===== config.mk =====
export PLATFORM = sky130hd
export DESIGN_NAME = dmem_arbiter
export DESIGN_NICKNAME = d
export VERILOG_FILES = /design/src/rtl/dmem_arbiter.sv
export SDC_FILE = /design/constraint.sdc
export NUM_CORES = 1
export LEC_CHECK = 0
export CAP_MARGIN = 5
export CORE_AREA = 5 5 224 226
export DETAILED_ROUTE_END_ITERATION = 10
export DIE_AREA = 0 0 229 231
export PLACE_DENSITY_LB_ADDON = 0.25
export SETUP_SLACK_MARGIN = 0.5
export SYNTH_ARGS = -nofsm -noshare
export SYNTH_HDL_FRONTEND = slang
export SYNTH_SLANG_ARGS = --single-unit

===== constraint.sdc =====
create_clock -name clk -period 1.8 [get_ports clk]
set_clock_uncertainty 0.2 [all_clocks]
set_input_delay 0.54 -clock clk [delete_from_list [all_inputs] [get_ports clk]]
set_output_delay 0.54 -clock clk [all_outputs]
set_load 0.01 [all_outputs]

===== src/rtl/dmem_arbiter.sv =====
// dmem_arbiter: shares one single-port Data_Memory between two requesters, one transaction
// in flight at a time. Port 0 has fixed priority; port 1 wins once it has waited STARVE_LIMIT cycles.
module dmem_arbiter #(
  parameter int ADDR_W       = 64,
  parameter int DATA_W       = 64,
  parameter int RD_LATENCY   = 0,
  parameter int STARVE_LIMIT = 4
) (
  input  logic              clk,
  input  logic              reset,
  input  logic              m0_req,
  input  logic              m0_we,
  input  logic [ADDR_W-1:0] m0_addr,
  input  logic [DATA_W-1:0] m0_wdata,
  output logic              m0_gnt,
  output logic              m0_rvalid,
  output logic [DATA_W-1:0] m0_rdata,
  input  logic              m1_req,
  input  logic              m1_we,
  input  logic [ADDR_W-1:0] m1_addr,
  input  logic [DATA_W-1:0] m1_wdata,
  output logic              m1_gnt,
  output logic              m1_rvalid,
  output logic [DATA_W-1:0] m1_rdata,
  output logic [ADDR_W-1:0] mem_addr,
  output logic [DATA_W-1:0] mem_wdata,
  output logic              mem_write,
  output logic              mem_read,
  input  logic [DATA_W-1:0] mem_rdata
);

  localparam logic [2:0] LAT      = 3'(RD_LATENCY);
  localparam logic [3:0] SLIM     = 4'(STARVE_LIMIT);
  localparam bit         LAT_ZERO = (RD_LATENCY == 0);

  typedef enum logic [1:0] {
    IDLE    = 2'd0,
    ISSUE   = 2'd1,
    WAIT_RD = 2'd2
  } state_t;

  state_t            r_state, w_state_nxt;
  logic [2:0]        r_lat_cnt, w_lat_nxt;
  logic [3:0]        r_starve_cnt, w_starve_nxt;
  logic              r_owner, w_owner_nxt;
  logic              r_we, w_we_nxt;
  logic [ADDR_W-1:0] r_mem_addr, w_addr_nxt;
  logic [DATA_W-1:0] r_mem_wdata, w_wdata_nxt;
  logic              r_m0_gnt, r_m1_gnt, r_m0_rvalid, r_m1_rvalid;
  logic              r_mem_write, r_mem_read;
  logic              w_win, w_issue_nxt, w_rvalid_nxt;

  // Port 1 wins when alone, or when it has waited long enough to override port 0
  assign w_win = m1_req & (~m0_req | (r_starve_cnt >= SLIM));

  // Next-state logic; the mem_addr/mem_wdata registers double as the request latch
  always_comb begin
    w_state_nxt = r_state;
    w_lat_nxt   = r_lat_cnt;
    w_owner_nxt = r_owner;
    w_we_nxt    = r_we;
    w_addr_nxt  = r_mem_addr;
    w_wdata_nxt = r_mem_wdata;
    w_issue_nxt = 1'b0;
    case (r_state)
      IDLE: begin
        if (m0_req || m1_req) begin
          w_state_nxt = ISSUE;
          w_issue_nxt = 1'b1;
          w_owner_nxt = w_win;
          w_we_nxt    = w_win ? m1_we    : m0_we;
          w_addr_nxt  = w_win ? m1_addr  : m0_addr;
          w_wdata_nxt = w_win ? m1_wdata : m0_wdata;
        end else begin
          w_state_nxt = IDLE;
        end
      end
      ISSUE: begin
        if (r_we || LAT_ZERO) begin
          w_state_nxt = IDLE;
        end else begin
          w_state_nxt = WAIT_RD;
          w_lat_nxt   = LAT;
        end
      end
      WAIT_RD: begin
        if (r_lat_cnt <= 3'd1) begin
          w_state_nxt = IDLE;
        end else begin
          w_lat_nxt = r_lat_cnt - 3'd1;
        end
      end
      default: begin
        w_state_nxt = IDLE;
      end
    endcase
  end

  // rvalid is registered one cycle ahead so it lines up with ISSUE (latency 0) or lat_cnt==1
  always_comb begin
    if (w_issue_nxt && !w_we_nxt && LAT_ZERO) begin
      w_rvalid_nxt = 1'b1;
    end else if ((w_state_nxt == WAIT_RD) && (w_lat_nxt == 3'd1)) begin
      w_rvalid_nxt = 1'b1;
    end else begin
      w_rvalid_nxt = 1'b0;
    end
  end

  // Starvation counter: counts port-1 wait cycles, saturates, clears on its grant
  always_comb begin
    if (r_m1_gnt) begin
      w_starve_nxt = 4'd0;
    end else if (m1_req && (r_starve_cnt < SLIM)) begin
      w_starve_nxt = r_starve_cnt + 4'd1;
    end else begin
      w_starve_nxt = r_starve_cnt;
    end
  end

  // State and registered outputs
  always_ff @(posedge clk or negedge reset) begin
    if (!reset) begin
      r_state      <= IDLE;
      r_lat_cnt    <= 3'd0;
      r_starve_cnt <= 4'd0;
      r_owner      <= 1'b0;
      r_we         <= 1'b0;
      r_mem_addr   <= '0;
      r_mem_wdata  <= '0;
      r_m0_gnt     <= 1'b0;
      r_m1_gnt     <= 1'b0;
      r_m0_rvalid  <= 1'b0;
      r_m1_rvalid  <= 1'b0;
      r_mem_write  <= 1'b0;
      r_mem_read   <= 1'b0;
    end else begin
      r_state      <= w_state_nxt;
      r_lat_cnt    <= w_lat_nxt;
      r_starve_cnt <= w_starve_nxt;
      r_owner      <= w_owner_nxt;
      r_we         <= w_we_nxt;
      r_mem_addr   <= w_addr_nxt;
      r_mem_wdata  <= w_wdata_nxt;
      r_m0_gnt     <= w_issue_nxt & ~w_owner_nxt;
      r_m1_gnt     <= w_issue_nxt & w_owner_nxt;
      r_m0_rvalid  <= w_rvalid_nxt & ~w_owner_nxt;
      r_m1_rvalid  <= w_rvalid_nxt & w_owner_nxt;
      r_mem_write  <= w_issue_nxt & w_we_nxt;
      r_mem_read   <= w_issue_nxt & ~w_we_nxt;
    end
  end

  assign m0_gnt    = r_m0_gnt;
  assign m1_gnt    = r_m1_gnt;
  assign m0_rvalid = r_m0_rvalid;
  assign m1_rvalid = r_m1_rvalid;
  assign m0_rdata  = mem_rdata;
  assign m1_rdata  = mem_rdata;
  assign mem_addr  = r_mem_addr;
  assign mem_wdata = r_mem_wdata;
  assign mem_write = r_mem_write;
  assign mem_read  = r_mem_read;

endmodule


==> impl_metrics.toml <==
[status]
status = "complete, but fails checks"
violations = "negative hold slack, negative setup slack"

[place]
dp_hpwl_um = 23910
gp_congestion = 0.7694
postPlaceCellArea_mm2 = 0.01153
dp_cells = 1773
io_buffers = 395

[worst_setup_path]
crit_path_end_kind = "register"
path_max_fanout = 7
crit_arrival_ns = 2.07
r2r-start = "r_starve_cnt[2]$_DFFE_PN0P_"
r2r_setup_slack_ns = -0.08
rr_endpoint = "mem_wdata[11]$_DFFE_PN0P_"
startpoint_type = "register"
r2r_cells = 8
worstPathRequired_ns = 1.99
crit_start = "r_starve_cnt[2]$_DFFE_PN0P_"
critPathKind = "reg2reg"

[logic_synthesis]
synth.most_common_cell = "nand2_1"
synthSimpleGateAreaFrac_pct = 20.83
synth_adder_area_share_pct = 0.5024
synth_area_per_cell_um2 = 8.442
yosysUniqueCellTypes = 28
yosys_register_bits = 144
synth_edf_count = 0
synthTopCellsByArea = "dfrtp_1, nand2_1, buf_4"
syn-cell-area_mm2 = 0.007471
synth-main-ff-cell = "dfrtp_1"
ys_warn_count = 0
synthArstFlopShare_pct = 100.0
synth_xor_xnor_area_share_pct = 0.2345
netlist.area_leader.share_pct = 48.23
ys_seq_area_share_pct = 48.23
synth_nets = 1214
yosys.area.top_type = "dfrtp_1"
synth_compound_area_share_pct = 11.56
synthMuxAreaShare_pct = 0.2680
synthCells = 885
synth_top_family_by_area = "simple AND/OR/NAND/NOR gates"
netlist_top_cells_count = "nand2_1, dfrtp_1, nor2_1"

[detailed_routing]
dr.pass1.iters = 5
wire_per_inst_um = 20.46
avgViaCountPerCell = 4.064
vias = 7881
drc = 0
drtAntennaViolNets = 0
drt-total-wl_um = 39680
dr.first_iter.drc_count = 425

[power_and_ir_drop]
p_leak_nw = 6.384
power_density_mw_per_mm2 = 1011
pwr-share-comb_pct = 46.0
power.switching_mw = 5.119
power.internal_mw = 9.932
seq_power_share_pct = 29.9
switching_share_pct = 34.01
max-vdd-ir-drop_mv = 0.4869
clkPwrFrac_pct = 24.1

[floorplanning]
die_w_um = 229
fp.dieArea_mm2 = 0.05290
start_util_pct = 15.52
io_pins = 588
design.core.area_mm2 = 0.04814
dieHeight_um = 231
rows = 81

[clock_tree]
cts.htree.levels = 4
ctsLongestPathBuffers = 2
numCtsBuffers = 17
clk_latency_ns = 0.48
cts_tree = "done"
cts.sinks = 144
clockRootBuffer = "clkbuf_16"
path_clk_slew_ns = 0.07

[cells_and_area]
final_cells = 1939
final_design_area_no_fill_mm2 = 0.01489
layout.nets = 1634
syn2layout_area_growth_pct = 99.25
antenna_cells = 0
n_fill_cell = 5089
drive_gt1_share_pct = 41.08

[grt]
grt_usage_pct = 14.16
antenna_found_initial = 0
grt_max_degree = 37
grt_pass1_vias = 8172
grt_pass1_wl_um = 55200
overflow = 0

[sta]
finalHoldViolCount = 26
max_freq_mhz = 531.8
worstMarginPinSlew_ns = 0.4652
rsz0062_at_grt = "true"
layout_setup_ws_ns = -0.08049
fin_crit_ns = 1.880
setup_violations = 57
hold_ws_ns = -0.1991
relSlewSlack_pct = 68.98
setup_tns_ns = -1.992
maxSlewViolCount = 0
fin_crit_sh_pct = 104.5

[flow_run]
maxCapViolCount = 0

[hold_path]
hold_path_class = "in2async"
==> cells in the final DEF, fill, tap and decap left out, types with 2 or more instances in the layout <==
master and n:
a21oi_2 2, nor2_1 133, clkdlybuf4s50_1 258, a31oi_4 12
bufbuf_16 3, a31oi_2 3, ha_4 2, clkbuf_16 21
inv_6 4, buf_2 58, clkbuf_8 4, dfrtp_1 144
mux2i_1 2, clkinv_2 2, inv_1 3, clkinvlp_4 3
clkbuf_1 2, a31oi_1 114, buf_6 99, buf_4 99
buf_8 3, inv_2 2, nand2_1 112, buf_16 27
buf_12 31, nand2_4 61, nand2_2 86, nor2_2 2
==> area by class of cell <==
| class | instances | area (µm²) | share of cell area [%] |
|---|---|---|---|
| inverter | 6 | 35.03 | 0.2354 |
| multi-input combinational | 550 | 3517 | 23.63 |
| timing repair inverter | 4 | 46.29 | 0.3110 |
| clock inverter | 8 | 80.08 | 0.5380 |
| timing repair buffer | 582 | 6337 | 42.57 |
| clock buffer | 23 | 488.0 | 3.278 |
| tap | 622 | 778.2 | 5.228 |
| sequential | 144 | 3603 | 24.21 |
==> power groups by stage <==
stage | logic [mW] | clock network [mW] | registers (mW)
after floorplan | 1.92 | 0 | 4.78
after global placement | 4.72 | 0 | 4.45
after detailed placement | 4.73 | 0 | 4.48
after CTS | 6.15 | 3.79 | 4.47
after global routing | 7.40 | 3.91 | 4.57
final | 6.93 | 3.62 | 4.50
==> worst max-delay path, stage by stage, from the launching register on <==
cell	delay, ns
dfrtp_1	0.42
nor3b_4	0.23
nand2b_4	0.20
buf_6	0.11
buf_12	0.14
buf_6	0.11
buf_12	0.13
nand2_4	0.06
a31oi_4	0.17
==> flip-flops by register name (all words and copies together), names as in the netlist <==
signal and flops:
m1_gnt 1, r_starve_cnt 4, m0_rvalid 1, m1_rvalid 1, m0_gnt 1, r_lat_cnt 3, mem_read 1, r_owner 1
r_state 2, mem_addr 64, mem_write 1, mem_wdata 64
==> per-layer routing <==
| metal | global-route usage [%] | up-vias | share of wire (%) |
|---|---|---|---|
| met5 | 0 | - | 0 |
| met4 | 5.676 | 0 | 3.3 |
| met3 | 5.227 | 111 | 7.2 |
| met2 | 23.75 | 361 | 49 |
| met1 | 16.45 | 3758 | 41 |
| li1 | - | 3651 | - |
==> timing repair <==
action | 4_1_cts | 5_1_grt
gates cloned | 29 | 5
pin swaps | 191 | 140
endpoints found under the setup margin | 276 | 276
setup buffers | 69 | 32
resized for setup | 808 | 154
hold endpoints to repair | 26 | 26
==> per-stage QoR <==
| stage | hold slack (ns) | utilization [%] | total power, mW | setup WS, ns |
|---|---|---|---|---|
| after global routing | -0.2139 | 30.92 | 15.89 | -0.1441 |
| after detailed placement | 0.3085 | 23.96 | 9.207 | -0.5890 |
| final | -0.1991 | 30.92 | 15.05 | -0.08049 |
| after floorplan | 0.04441 | - | 6.693 | 0.1153 |
| after CTS | -0.2422 | 28.58 | 14.41 | -0.05461 |
| after global placement | 0.2995 | 23.96 | 9.178 | -0.5534 |
==> cell families after synthesis <==
group | Yosys count
and+or+nand+nor | 406
buffers and inverters | 191
DFF | 144
AOI/OAI and AO/OA | 137
adders and majority gates | 3
xor gates and xnor gates | 2
muxes | 2
==> how the worst max path moves through the flow <==
| stage | endpoint | slack (ns) | depth (start not counted) |
|---|---|---|---|
| 3_5_place_dp | mem_wdata[23]$_DFFE_PN0P_ | -0.59 | 8 |
| 3_3_place_gp | mem_addr[12]$_DFFE_PN0P_ | -0.55 | 6 |
| 2_1_floorplan | mem_wdata[54]$_DFFE_PN0P_ | 0.12 | 7 |
| 4_1_cts | mem_wdata[9] | -0.05 | 1 |
| 6_report | mem_wdata[11]$_DFFE_PN0P_ | -0.08 | 8 |
| 5_1_grt | mem_wdata[11]$_DFFE_PN0P_ | -0.14 | 8 |
Power figures use the tool's default switching activity.
